<file path="config.mk">
export PLATFORM = sky130hd
export DESIGN_NAME = ecc_io_bridge_flat
export DESIGN_NICKNAME = d
export VERILOG_FILES = /design/src/rtl/ecc_io_bridge_if.sv /design/src/rtl/ecc_io_bridge.sv /design/src/flat_wrapper.sv
export SDC_FILE = /design/constraint.sdc
export NUM_CORES = 1
export LEC_CHECK = 0
export CORE_AREA = 4 4 89 174
export DETAILED_ROUTE_END_ITERATION = 8
export DIE_AREA = 0 0 93 178
export DONT_BUFFER_PORTS = 1
export PLACE_DENSITY = 0.57
export REMOVE_ABC_BUFFERS = 1
export SYNTH_ARGS = -nofsm -noshare
export SYNTH_HDL_FRONTEND = slang
export SYNTH_SLANG_ARGS = --single-unit
</file>
<file path="constraint.sdc">
create_clock -name clk_p_i -period 9.6 [get_ports clk_p_i]
set_clock_uncertainty 0.1 [all_clocks]
set_input_delay 1.44 -clock clk_p_i [delete_from_list [all_inputs] [get_ports clk_p_i]]
set_output_delay 1.44 -clock clk_p_i [all_outputs]
set_load 0.02 [all_outputs]
</file>
<file path="src/rtl/ecc_io_bridge_if.sv">
// Pad-side bus of the ECC operand/result bridge: narrow beat-in and beat-out channels.
// A beat moves on a rising clock edge where its valid and ready are both high; valid/data never wait on ready.
interface ecc_io_bridge_if #(
    parameter int BUS_W = 4
);
    logic             load_i;
    logic [BUS_W-1:0] din_i;
    logic             load_ready_o;
    logic [BUS_W-1:0] dout_o;
    logic             dout_valid_o;
    logic             dout_ready_i;

    modport master (
        output load_i, din_i, dout_ready_i,
        input  load_ready_o, dout_o, dout_valid_o
    );

    modport slave (
        input  load_i, din_i, dout_ready_i,
        output load_ready_o, dout_o, dout_valid_o
    );
endinterface

</file>
<file path="src/rtl/ecc_io_bridge.sv">
// Loads five WIDTH-bit operands over a BUS_W pad bus, starts the ECC core, streams kPx/kPy back out.
// Optional BUSY watchdog with sticky error_o is enabled by defining ECC_IO_TIMEOUT_EN.
module ecc_io_bridge #(
    parameter int WIDTH       = 16,
    parameter int BUS_W       = 4,
    parameter int TIMEOUT_CYC = 4096
) (
    input  logic              clk_p_i,
    input  logic              reset_n_i,
    ecc_io_bridge_if.slave    pad,
    output logic              final_done_o,
    output logic              error_o,
    output logic              core_start_o,
    output logic [WIDTH-1:0]  core_a_o,
    output logic [WIDTH-1:0]  core_prime_o,
    output logic [WIDTH-1:0]  core_px_o,
    output logic [WIDTH-1:0]  core_py_o,
    output logic [WIDTH-1:0]  core_k_o,
    input  logic [WIDTH-1:0]  core_kpx_i,
    input  logic [WIDTH-1:0]  core_kpy_i,
    input  logic              core_done_i,
    output logic [2:0]        dbg_state_o
);
    localparam int B      = WIDTH / BUS_W;
    localparam int N_IN   = 5 * B;
    localparam int N_OUT  = 2 * B;
    localparam int IN_CW  = $clog2(N_IN);
    localparam int OUT_CW = (N_OUT > 1) ? $clog2(N_OUT) : 1;
    localparam logic [IN_CW-1:0]  IN_LAST  = IN_CW'(N_IN - 1);
    localparam logic [OUT_CW-1:0] OUT_LAST = OUT_CW'(N_OUT - 1);

    if ((WIDTH % BUS_W) != 0 || WIDTH < BUS_W || TIMEOUT_CYC < 1) begin : g_bad_param
        $error("ecc_io_bridge: illegal WIDTH/BUS_W/TIMEOUT_CYC");
    end

    typedef enum logic [2:0] {
        S_IDLE, S_LOAD, S_START, S_BUSY, S_UNLOAD, S_DONE
    } state_t;

    state_t                state_q;
    logic [5*WIDTH-1:0]    ops_q;
    logic [2*WIDTH-1:0]    res_q;
    logic [IN_CW-1:0]      in_cnt_q;
    logic [OUT_CW-1:0]     out_cnt_q;
    logic                  load_ready_q;
    logic                  dout_valid_q;
    logic                  final_done_q;
    logic                  core_start_q;

`ifdef ECC_IO_TIMEOUT_EN
    localparam int TO_CW = (TIMEOUT_CYC > 1) ? $clog2(TIMEOUT_CYC) : 1;
    localparam logic [TO_CW-1:0] TO_LAST = TO_CW'(TIMEOUT_CYC - 1);
    logic [TO_CW-1:0] busy_cnt_q;
    logic             error_q;
`endif

    always_ff @(posedge clk_p_i) begin
        if (!reset_n_i) begin
            state_q      <= S_IDLE;
            ops_q        <= '0;
            res_q        <= '0;
            in_cnt_q     <= '0;
            out_cnt_q    <= '0;
            load_ready_q <= 1'b1;
            dout_valid_q <= 1'b0;
            final_done_q <= 1'b0;
            core_start_q <= 1'b0;
`ifdef ECC_IO_TIMEOUT_EN
            busy_cnt_q   <= '0;
            error_q      <= 1'b0;
`endif
        end else begin
            core_start_q <= 1'b0;
            final_done_q <= 1'b0;
            case (state_q)
                S_IDLE, S_LOAD: begin
                    if (pad.load_i) begin
                        // Each beat lands directly in its slice so other operands keep last values.
                        ops_q[in_cnt_q*BUS_W +: BUS_W] <= pad.din_i;
`ifdef ECC_IO_TIMEOUT_EN
                        error_q <= 1'b0;
`endif
                        if (in_cnt_q == IN_LAST) begin
                            in_cnt_q     <= '0;
                            load_ready_q <= 1'b0;
                            core_start_q <= 1'b1;
                            state_q      <= S_START;
                        end else begin
                            in_cnt_q <= in_cnt_q + 1'b1;
                            state_q  <= S_LOAD;
                        end
                    end
                end
                S_START: begin
                    state_q <= S_BUSY;
`ifdef ECC_IO_TIMEOUT_EN
                    busy_cnt_q <= '0;
`endif
                end
                S_BUSY: begin
                    if (core_done_i) begin
                        res_q        <= {core_kpy_i, core_kpx_i};
                        dout_valid_q <= 1'b1;
                        state_q      <= S_UNLOAD;
                    end
`ifdef ECC_IO_TIMEOUT_EN
                    else if (busy_cnt_q == TO_LAST) begin
                        final_done_q <= 1'b1;
                        error_q      <= 1'b1;
                        state_q      <= S_DONE;
                    end else begin
                        busy_cnt_q <= busy_cnt_q + 1'b1;
                    end
`endif
                end
                S_UNLOAD: begin
                    if (pad.dout_ready_i) begin
                        res_q <= res_q >> BUS_W;
                        if (out_cnt_q == OUT_LAST) begin
                            out_cnt_q    <= '0;
                            dout_valid_q <= 1'b0;
                            final_done_q <= 1'b1;
                            state_q      <= S_DONE;
                        end else begin
                            out_cnt_q <= out_cnt_q + 1'b1;
                        end
                    end
                end
                S_DONE: begin
                    load_ready_q <= 1'b1;
                    state_q      <= S_IDLE;
                end
                default: begin
                    load_ready_q <= 1'b1;
                    state_q      <= S_IDLE;
                end
            endcase
        end
    end

    assign pad.load_ready_o = load_ready_q;
    assign pad.dout_valid_o = dout_valid_q;
    assign pad.dout_o       = res_q[BUS_W-1:0];
    assign final_done_o     = final_done_q;
    assign core_start_o     = core_start_q;
    assign core_a_o         = ops_q[0*WIDTH +: WIDTH];
    assign core_prime_o     = ops_q[1*WIDTH +: WIDTH];
    assign core_px_o        = ops_q[2*WIDTH +: WIDTH];
    assign core_py_o        = ops_q[3*WIDTH +: WIDTH];
    assign core_k_o         = ops_q[4*WIDTH +: WIDTH];
    assign dbg_state_o      = state_q;

`ifdef ECC_IO_TIMEOUT_EN
    assign error_o = error_q;
`else
    assign error_o = 1'b0;
`endif
endmodule

</file>
<file path="src/flat_wrapper.sv">
// flat-port wrapper written by rule: the top's interface ports become plain ports
module ecc_io_bridge_flat 
#(
    parameter int WIDTH       = 16,
    parameter int BUS_W       = 4,
    parameter int TIMEOUT_CYC = 4096
)
  (clk_p_i, reset_n_i, final_done_o, error_o, core_start_o, core_a_o, core_prime_o, core_px_o, core_py_o, core_k_o, core_kpx_i, core_kpy_i, core_done_i, dbg_state_o, pad_load_i, pad_din_i, pad_dout_ready_i, pad_load_ready_o, pad_dout_o, pad_dout_valid_o);
  ecc_io_bridge_if #(.BUS_W(BUS_W)) pad_i ();
  input  logic clk_p_i;
  input  logic reset_n_i;
  output logic final_done_o;
  output logic error_o;
  output logic core_start_o;
  output logic [WIDTH-1:0] core_a_o;
  output logic [WIDTH-1:0] core_prime_o;
  output logic [WIDTH-1:0] core_px_o;
  output logic [WIDTH-1:0] core_py_o;
  output logic [WIDTH-1:0] core_k_o;
  input  logic [WIDTH-1:0] core_kpx_i;
  input  logic [WIDTH-1:0] core_kpy_i;
  input  logic core_done_i;
  output logic [2:0] dbg_state_o;
  input wire logic [$bits(pad_i.load_i)-1:0] pad_load_i;
  input wire logic [$bits(pad_i.din_i)-1:0] pad_din_i;
  input wire logic [$bits(pad_i.dout_ready_i)-1:0] pad_dout_ready_i;
  output wire logic [$bits(pad_i.load_ready_o)-1:0] pad_load_ready_o;
  output wire logic [$bits(pad_i.dout_o)-1:0] pad_dout_o;
  output wire logic [$bits(pad_i.dout_valid_o)-1:0] pad_dout_valid_o;
  assign pad_i.load_i = pad_load_i;
  assign pad_i.din_i = pad_din_i;
  assign pad_i.dout_ready_i = pad_dout_ready_i;
  assign pad_load_ready_o = pad_i.load_ready_o;
  assign pad_dout_o = pad_i.dout_o;
  assign pad_dout_valid_o = pad_i.dout_valid_o;
  ecc_io_bridge #(.WIDTH(WIDTH), .BUS_W(BUS_W), .TIMEOUT_CYC(TIMEOUT_CYC)) u_core (.clk_p_i(clk_p_i), .reset_n_i(reset_n_i), .pad(pad_i), .final_done_o(final_done_o), .error_o(error_o), .core_start_o(core_start_o), .core_a_o(core_a_o), .core_prime_o(core_prime_o), .core_px_o(core_px_o), .core_py_o(core_py_o), .core_k_o(core_k_o), .core_kpx_i(core_kpx_i), .core_kpy_i(core_kpy_i), .core_done_i(core_done_i), .dbg_state_o(dbg_state_o));
endmodule
</file>
==> metrics.cfg, run 1 <==
[floorplanning]
core-area_mm2=0.0140
die-area_mm2=0.0166
start_util_pct=39.6
die_w_um=93
die_h_um=178
std_cell_rows=61
pin_count=133

[sta]
fin_hold_ws_ns=0.366
slew_headroom_pct=19.0
period_needed_ns=3.95
maxSlewViolCount=0
rsz0062_at_grt=false
setup_viol_count_final=0
hold_viol=0
worst_pin_slew_ns=1.20
setup_tns_ns=0
fin_crit_sh_pct=41.2
max_freq_mhz=253

[routing]
drc=0
wl_met2_um=8500
firstDrtPassIters=5
drt_iter0_markers=231
wire_per_inst_um=19.1
wl_met3_um=1280
wl_met1_um=5290
vias_per_cell=5.51
top_layer=met4
ant_nets=0
wl_um=15800
num_vias=4559

[power_and_ir_drop]
clock_power_share_pct=51.1
p_switching_uw=304
p_leak_nw=2.01
comb_power_share_pct=5.1
seqPwrFrac_pct=43.8
p_per_area_mw_per_mm2=196
peakVddDrop_mv=0.128
internal-power_uw=912
p_sw_share_pct=25.0

[clocking]
cts.clk_slew.worst_paths_ns=0.06
hold_buffers=0
root_buffer=clkbuf_16
cts_resized=0
cts_tree=built
cts_buffers=17
cts-htree-levels=4
post-cts-setup-buffers=0
clk_latency_ns=0.41
clkSinkCount=127
ctsLongestPathBuffers=2

[yosys]
yosysWarningCount=0
syn-cell-area_mm2=0.00556
synthFlopType=dfxtp_1
synthArstFlopShare_pct=0
synth-seq-cells=127
syn_avg_cell_area_um2=8.53
synth_edf_count=0
seq_area_frac_synth_pct=45.7
synth_cell_types=41
postSynthCellCount=652

[critical_path]
crit_fanout=18
critPathLaunch=u_core.in_cnt_q[0]
cp.required_ns=9.75
rr_startpoint=u_core.in_cnt_q[0]
end_kind=register
worst_setup_path_start_kind=register
cp.arrival_ns=4.10
path_class=reg2reg

[placed_design]
hpwl_um=11900
io_buffer_count=0
gp_congestion=0.928

[global_routing]
grt_pass1_wl_um=25000
grt-ovfl-total=0
antenna_found_initial=0
grt_pass1_vias=4661
grt_max_degree=67
grt_usage_pct=19.7

[cells_and_area]
area_growth_syn_to_layout_pct=11.6
fin_util_pct=44.2
antenna_cells=0
nets=672
drive_gt1_share_pct=6.89

[worst_hold_path]
hp-start=u_core.out_cnt_q[2]
hp-class=reg2reg

[job]
cap_violations=0

[status]
status=finished clean

## registers in the layout, indices dropped and copies added, names as in the netlist
| register | cells |
|---|---|
| u_core.ops_q | 80 |
| u_core.res_q | 32 |
| u_core.in_cnt_q | 5 |
| u_core.dbg_state_o | 3 |
| u_core.out_cnt_q | 3 |
| u_core.core_start_o | 1 |
| u_core.final_done_o | 1 |
| u_core.pad.dout_valid_o | 1 |
| u_core.pad.load_ready_o | 1 |
## power by group through the flow
stage | sequential [mW] | combinational, mW | clock [mW]
final | 0.532 | 0.0619 | 0.621
after global routing | 0.532 | 0.0677 | 0.658
after CTS | 0.532 | 0.0614 | 0.635
after detailed placement | 0.544 | 0.0612 | 0
after global placement | 0.544 | 0.0607 | 0
after floorplan | 0.543 | 0.0431 | 0
## synth_stat cells, types with 7 or more instances
cell	number	area, um2
a211oi_1	28	210
a21oi_1	23	115
and3_1	8	50.1
clkbuf_1	36	135
dfxtp_1	127	2540
mux2i_1	70	701
nand2_1	76	285
nand3_1	40	200
nand4_1	9	56.3
nor2_1	94	353
nor2b_1	7	43.8
nor3_1	25	125
o21ai_0	27	135
## layer usage
| metal | vias to the layer above | GRT usage (%) |
|---|---|---|
| met1 | 2097 | 18.3 |
| met2 | 181 | 36.3 |
| met3 | 42 | 6.29 |
| met5 | - | 0 |
| li1 | 2239 | - |
| met4 | 0 | 12.3 |
## worst paths after layout
kind,to,slack (ns),cells after the start
hold reg to reg,u_core.out_cnt_q[2],0.37,2
setup / recovery,u_core.ops_q[19],5.65,9
hold / removal,u_core.out_cnt_q[2],0.37,2
setup reg to reg,u_core.ops_q[19],5.65,9
## area by class of cell
class / instances / area [um2]
Tap cell: 189 / 236
Multi-Input combinational cell: 469 / 2790
Timing Repair Buffer: 5 / 37.5
Sequential cell: 127 / 2540
Clock inverter: 13 / 131
Clock buffer: 19 / 443
Fill cell: 1435 / 7840
Inverter: 6 / 22.5
## cells by family (layout without fill, tap and decap cells)
logic type	after synthesis	count (layout)	share of synthesized area, %
simple gates	296	296	25.2
flops	127	127	45.7
mux	70	70	12.6
buf+inv	56	43	4.21
other cells	1	1	0.0674
xor+xnor	4	4	0.630
compound gates	93	93	10.5
fa+ha+maj	5	5	1.12
## cell usage in the layout (no fill, tap or decap), drive strengths merged, types with 6 or more instances in the layout
cell	n
nor2b	7
inv	10
nand3	40
a21oi	23
nor2	94
and3	8
nor3	25
a211oi	28
nand2	76
o21ai	27
mux2i	70
and2	6
nand4	9
a22oi	6
clkbuf	19
dfxtp	127
## critical path, stage by stage, from the launching register on
cell,delay (ns)
dfxtp_1,0.65
inv_1,0.23
ha_1,0.34
nor3b_1,0.18
ha_1,0.49
nor2b_1,0.31
mux2i_1,0.12
buf_4,0.20
nor4_1,0.92
o21ai_0,0.23
## through the flow
| stage | area, um2 | std cells | power, mW | setup WS [ns] |
|---|---|---|---|---|
| after detailed placement | 5630 | 796 | 0.605 | 5.73 |
| after global placement | 5630 | 796 | 0.604 | 6.02 |
| final | 6210 | 828 | 1.22 | 5.65 |
| after CTS | 6210 | 828 | 1.23 | 5.74 |
| after floorplan | 5350 | 602 | 0.586 | 3.54 |
| after global routing | 6210 | 828 | 1.26 | 5.39 |
No activity file was read; power rests on OpenSTA's default activity.
==> inputs of run 2 (changes only) <==
PLACE_DENSITY = 0.59   (was 0.57)
clock period = 3.52 ns   (was 9.6 ns; I/O delays follow)
==> run 2 against run 1 <==
Net effect:
- largest cell class unchanged
- flip-flop and latch count unchanged
- sequential share of layout area decreased by 1.2 points
- count of clock-buffer cells in the layout shrank 1
- cell area grew 2.9%
- critical path type unchanged
- global-route usage fell by 0.21 points
- critical path depth did not move
- sequential power rose to 2.7 times the previous value
- total power rose to 2.8 times the previous value
- via count grew 1.9%
- fmax increased by 29%
- worst hold slack got worse by 0.27 ns
- cell count grew 2.1%
==> metrics.cfg, run 2 (synthesis results as in run 1) <==
[critical_path]
worst_setup_path_start_kind=register
crit_fanout=13  ; -5
max_stage_delay_ns=0.60  ; -0.32 ns
rr_startpoint=u_core.in_cnt_q[0]
end_kind=register
path_class=reg2reg
critPathLaunch=u_core.in_cnt_q[0]
cp.arrival_ns=3.25  ; -0.85 ns
cp.required_ns=3.71  ; -6.04 ns
cp_slowest_cell=mux2i_2
path_cells=inv_1 -> ha_1 -> nor3b_1 -> ha_1 -> and2_1 -> mux2i_2 -> nor2_1 -> mux2i_1 -> nor2_1
reg2reg_setup_slack_ns=0.46  ; -5.19 ns

[cells_and_area]
post-route-cell-area_mm2=0.00639  ; +2.9%
reg_top3=u_core.ops_q (80), u_core.res_q (32), u_core.in_cnt_q (5)
antenna_cells=0  ; unchanged
fin_util_pct=45.5  ; +1.3 points
drive_gt1_share_pct=9.76  ; +2.9 points
final_cell_mix=dfxtp_1 (127), nor2_1 (94), nand2_1 (76)
top_register=u_core.ops_q
largest_register_ffs=80  ; unchanged
area_growth_syn_to_layout_pct=14.8
layout_commonest_cell=dfxtp_1
nets=689  ; +2.5%

[floorplanning]
std_cell_rows=61  ; unchanged
die_w_um=93  ; unchanged
core-area_mm2=0.0140  ; unchanged
start_util_pct=39.6  ; unchanged
die-area_mm2=0.0166  ; unchanged
pin_count=133  ; unchanged
die_h_um=178  ; unchanged

[clocking]
post-cts-setup-buffers=0  ; unchanged
clkSinkCount=127  ; unchanged
cts-htree-levels=4  ; unchanged
cts_buffers=17  ; unchanged
clk_latency_ns=0.41  ; about the same
ctsLongestPathBuffers=2  ; unchanged
root_buffer=clkbuf_16
cts_tree=built
cts.clk_slew.worst_paths_ns=0.06  ; about the same
hold_buffers=0  ; unchanged

[routing]
num_vias=4645  ; +1.9%
wire_per_inst_um=19.0  ; -0.77%
firstDrtPassIters=5  ; unchanged
vias_per_cell=5.50  ; -0.16%
ant_nets=0  ; unchanged
drc=0  ; unchanged
wl_um=16000  ; +1.3%
drt_iter0_markers=207  ; -10%

[global_routing]
antenna_found_initial=0  ; unchanged
busiest_layer=met2
grt_pass1_vias=4653  ; -0.17%
grt_pass1_wl_um=24900  ; -0.41%
grt-ovfl-total=0  ; unchanged
grtUsageMet2_pct=36.6  ; +0.30 points
grt_max_degree=57  ; -15%
grt_use_met3_pct=6.42  ; +0.13 points
grtUsageMet1_pct=18.2  ; -0.12 points
grt_usage_pct=19.5  ; -0.21 points

[sta]
worst_pin_slew_ns=0.970  ; -0.234 ns
fin_crit_sh_pct=87.0  ; +46 points
hold_viol=0  ; unchanged
setup_viol_count_final=0  ; unchanged
rsz0062_at_grt=false
period_needed_ns=3.06  ; -0.890 ns
max_freq_mhz=327  ; +29%
maxSlewViolCount=0  ; unchanged
slew_headroom_pct=34.4  ; +15 points

[placed_design]
gp_congestion=0.872  ; -6.0%
placed_cell_area_mm2=0.00576  ; +2.3%
hpwl_um=12200  ; +2.6%
io_buffer_count=0  ; unchanged

[power_and_ir_drop]
peakVddDrop_mv=0.316  ; +150%
p_per_area_mw_per_mm2=542  ; +180%
p_leak_nw=2.11  ; +5.3%

[job]
cap_violations=0  ; unchanged

[status]
status=finished clean

[worst_hold_path]
hp-start=reset_n_i
hp-class=in2reg

## run 2: cell count changes in the layout (fill, tap and decap cells not counted), sizes merged
cell,delta
buf,+17
clkinv,-3
bufinv,+2
inv,+1
clkbuf,-1
clkinvlp,+1
## run 2: power by group
group	internal, mW	switching [mW]
Clock	1.14	0.674
Combinational	0.0530	0.141
Sequential	1.44	0.00652
## run 2: worst paths after layout
kind / to / depth (start not counted)
hold reg to reg: u_core.out_cnt_q[2] / 2
setup / recovery: u_core.ops_q[9] / 9
hold / removal: u_core.pad.load_ready_o / 1
setup reg to reg: u_core.ops_q[9] / 9
## run 2: metrics by stage
stage	instances	hold WS, ns	worst slack (ns)	power, mW	TNS (ns)
floorplan	602	0.341	-2.54	1.60	-87.60
global route	845	0.107	0.202	3.57	0
global placement	813	0.350	0.326	1.67	0
detailed placement	813	0.355	0.0994	1.67	0
CTS	845	0.0875	0.0993	3.49	0
finish	845	0.0970	0.458	3.46	0
## run 2: timing repair
| action | in CTS | in global routing |
|---|---|---|
| resized for setup | 0 | 2 |
| hold endpoints to repair | 0 | 0 |
| setup endpoints to repair | 0 | 12 |
## run 2: layout make-up
class                      count  area [um2]
tap                          189         236
fill                        1390        7660
inverter                       6        22.5
clock buffer                  18         439
timing repair buffer          22         165
multi-input combinational    469        2800
sequential                   127        2540
clock inverter                14         178
## run 2: critical path, delay by kind of cell (launching register included)
family	cells	cell delay [ns]
adder cells (fa/ha/maj)	2	0.70
buffers and inverters	1	0.15
flip-flops	1	0.31
multiplexers	2	0.82
AND/OR/NAND/NOR	4	0.87
## run 2: per-layer routing
metal | vias up | share of wire [%]
li1 | 2268 | -
met1 | 2147 | 33
met2 | 176 | 54
met3 | 54 | 7.5
met4 | 0 | 4.9
met5 | - | 0
==> inputs of run 3 (changes only) <==
CORE_AREA = 4 4 77 150   (was 4 4 89 174)
DIE_AREA = 0 0 81 154   (was 0 0 93 178)
GPL_ROUTABILITY_DRIVEN = 0   (was unset)
PLACE_DENSITY = 0.75   (was 0.59)
==> run 3 against run 2 <==
Net effect:
- cell count down 7.2%
- clock power up 4%
- routed wire length down 6.3%
- die area down 25%
- non-clock buffer count down 7
- worst setup slack worse by 0.10 ns
- core utilization up 15 points
- worst hold slack better by 0.030 ns
- combinational power down 3%
- fmax down 3.2%
- total power up 2.0%
==> metrics.cfg, run 3 (synthesis results as in run 1) <==
[status]
status=finished clean

[cells_and_area]
top_register=u_core.ops_q
fillers=920  ; -34%
area_growth_syn_to_layout_pct=13.7
drive_gt1_share_pct=9.12  ; -0.64 points
post-route-cell-area_mm2=0.00632  ; -1.0%
layout_commonest_cell=dfxtp_1
nets=682  ; -1.0%
final_cell_mix=dfxtp_1 (127), nor2_1 (94), nand2_1 (76)
antenna_cells=0  ; unchanged
largest_register_ffs=80  ; unchanged
reg_top3=u_core.ops_q (80), u_core.res_q (32), u_core.in_cnt_q (5)

[power_and_ir_drop]
internal-power_mw=2.74  ; +4.1%
seqPwrFrac_pct=41.1  ; -0.8 points
p_leak_nw=2.10  ; -0.48%
comb_power_share_pct=5.3  ; -0.3 points
p_switching_uw=781  ; -4.9%
peakVddDrop_mv=0.438  ; +39%
clock_power_share_pct=53.6  ; +1.1 points
total_power_mw=3.53  ; +2.0%
p_sw_share_pct=22.2  ; -1.6 points
p_per_area_mw_per_mm2=558  ; +3.0%

[sta]
slew_headroom_pct=4.14  ; -30 points
maxSlewViolCount=0  ; unchanged
fin_crit_sh_pct=89.9  ; +2.9 points
hold_viol=0  ; unchanged
setup_viol_count_final=0  ; unchanged
period_needed_ns=3.16  ; +0.102 ns
rsz0062_at_grt=false
final.setup.worst_slack_ns=0.357  ; -0.102 ns
max_freq_mhz=316  ; -3.2%
worst_pin_slew_ns=1.43  ; +0.457 ns

[critical_path]
cp.required_ns=3.70  ; about the same
critPathLaunch=u_core.in_cnt_q[0]
crit_fanout=11  ; -2
max_stage_delay_ns=0.65  ; +0.05 ns
worst_setup_path_start_kind=register
path_class=reg2reg
end_kind=register
rr_startpoint=u_core.in_cnt_q[0]
cp_slowest_cell=mux2i_2
path_cells=inv_1 -> ha_1 -> nor3b_1 -> ha_1 -> nor2b_1 -> mux2i_2 -> nor2_1 -> mux2i_1 -> nor2_1
cp.arrival_ns=3.35  ; +0.10 ns

[global_routing]
grt_max_degree=55  ; -3.5%
grt_usage_pct=24.9  ; +5.4 points
grt_pass1_wl_um=23900  ; -4.2%
grt-ovfl-total=0  ; unchanged
grtUsageMet1_pct=22.7  ; +4.5 points
grtUsageMet2_pct=44.8  ; +8.2 points
grt_use_met3_pct=8.79  ; +2.4 points
grt_pass1_vias=4761  ; +2.3%
busiest_layer=met2
antenna_found_initial=0  ; unchanged

[routing]
vias_per_cell=6.00  ; +9.1%
firstDrtPassIters=5  ; unchanged
drt_iter0_markers=304  ; +47%
drc=0  ; unchanged
num_vias=4703  ; +1.2%
ant_nets=0  ; unchanged
wire_per_inst_um=19.1  ; +0.95%
wl_um=15000  ; -6.3%

[floorplanning]
pin_count=133  ; unchanged
core-area_mm2=0.0105  ; -25%
std_cell_rows=53  ; -13%
start_util_pct=53.1  ; +13 points
die-area_mm2=0.0125  ; -25%
die_w_um=81  ; -13%
die_h_um=154  ; -13%

[clocking]
cts_buffers=17  ; unchanged
cts.clk_slew.worst_paths_ns=0.06  ; about the same
cts_tree=built
clkSinkCount=127  ; unchanged
cts-htree-levels=4  ; unchanged
root_buffer=clkbuf_16
ctsLongestPathBuffers=2  ; unchanged
post-cts-setup-buffers=0  ; unchanged
clk_latency_ns=0.41  ; about the same

[placed_design]
io_buffer_count=0  ; unchanged
hpwl_um=11100  ; -9.4%
placed_cell_area_mm2=0.00564  ; -2.0%
dpl_worst_slack_ns=0.133  ; +0.0338 ns

[worst_hold_path]
hp-start=reset_n_i
hp-class=in2reg

[job]
cap_violations=0  ; unchanged

[run 3: cell types whose count changed in the layout (fill, tap and decap cells not counted), sizes merged]
cell / change
inv: -4
buf: -7
clkinv: +4
clkinvlp: -3
clkbuf: -1
bufinv: +2
[run 3: critical path: cells and delay by family, from the launching register on]
family	cells	cell delay, ns
multiplexers	2	0.88
flip-flops	1	0.31
AND/OR/NAND/NOR	4	0.90
buffers and inverters	1	0.15
adder cells (fa/ha/maj)	2	0.70
[run 3: repair_timing]
action	CTS	global route
setup endpoints to repair	0	32
resized for setup	0	7
hold buffers	0	0
[run 3: cell type report]
class	instances	area [um2]	area share (%)
Clock buffer	17	425	6.73
Clock inverter	13	215	3.40
Inverter	6	22.5	0.356
Sequential cell	127	2540	40.2
Timing Repair Buffer	15	113	1.78
Multi-Input combinational cell	469	2830	44.8
Tap cell	137	171	2.71
[run 3: metal layers]
metal	wire (um)	vias up
met4	766	0
met2	8170	228
met5	0	-
met3	1260	47
li1	-	2247
met1	4820	2181
[run 3: stage by stage]
| step | instances | util (%) | hold WS (ns) | TNS, ns |
|---|---|---|---|---|
| final | 784 | 60.3 | 0.127 | 0 |
| after global routing | 784 | 60.3 | 0.127 | 0 |
| after CTS | 784 | 60.0 | 0.0958 | 0 |
| after detailed placement | 754 | 53.8 | 0.380 | 0 |
| after global placement | 754 | 53.8 | 0.348 | 0 |
| after floorplan | 602 | - | 0.341 | -87.60 |
[run 3: worst paths after layout]
| path | slack (ns) | endpoint | cells past startpoint |
|---|---|---|---|
| min reg2reg | 0.39 | u_core.out_cnt_q[2] | 2 |
| max reg2reg | 0.36 | u_core.ops_q[46] | 9 |
| max | 0.36 | u_core.ops_q[46] | 9 |
| min | 0.13 | u_core.pad.load_ready_o | 1 |
[run 3: power groups by stage]
stage / clock network (mW) / registers (mW) / logic (mW)
detailed placement: 0 / 1.48 / 0.175
global placement: 0 / 1.48 / 0.170
global route: 2.00 / 1.45 / 0.204
CTS: 1.92 / 1.45 / 0.176
floorplan: 0 / 1.48 / 0.117
finish: 1.89 / 1.45 / 0.188
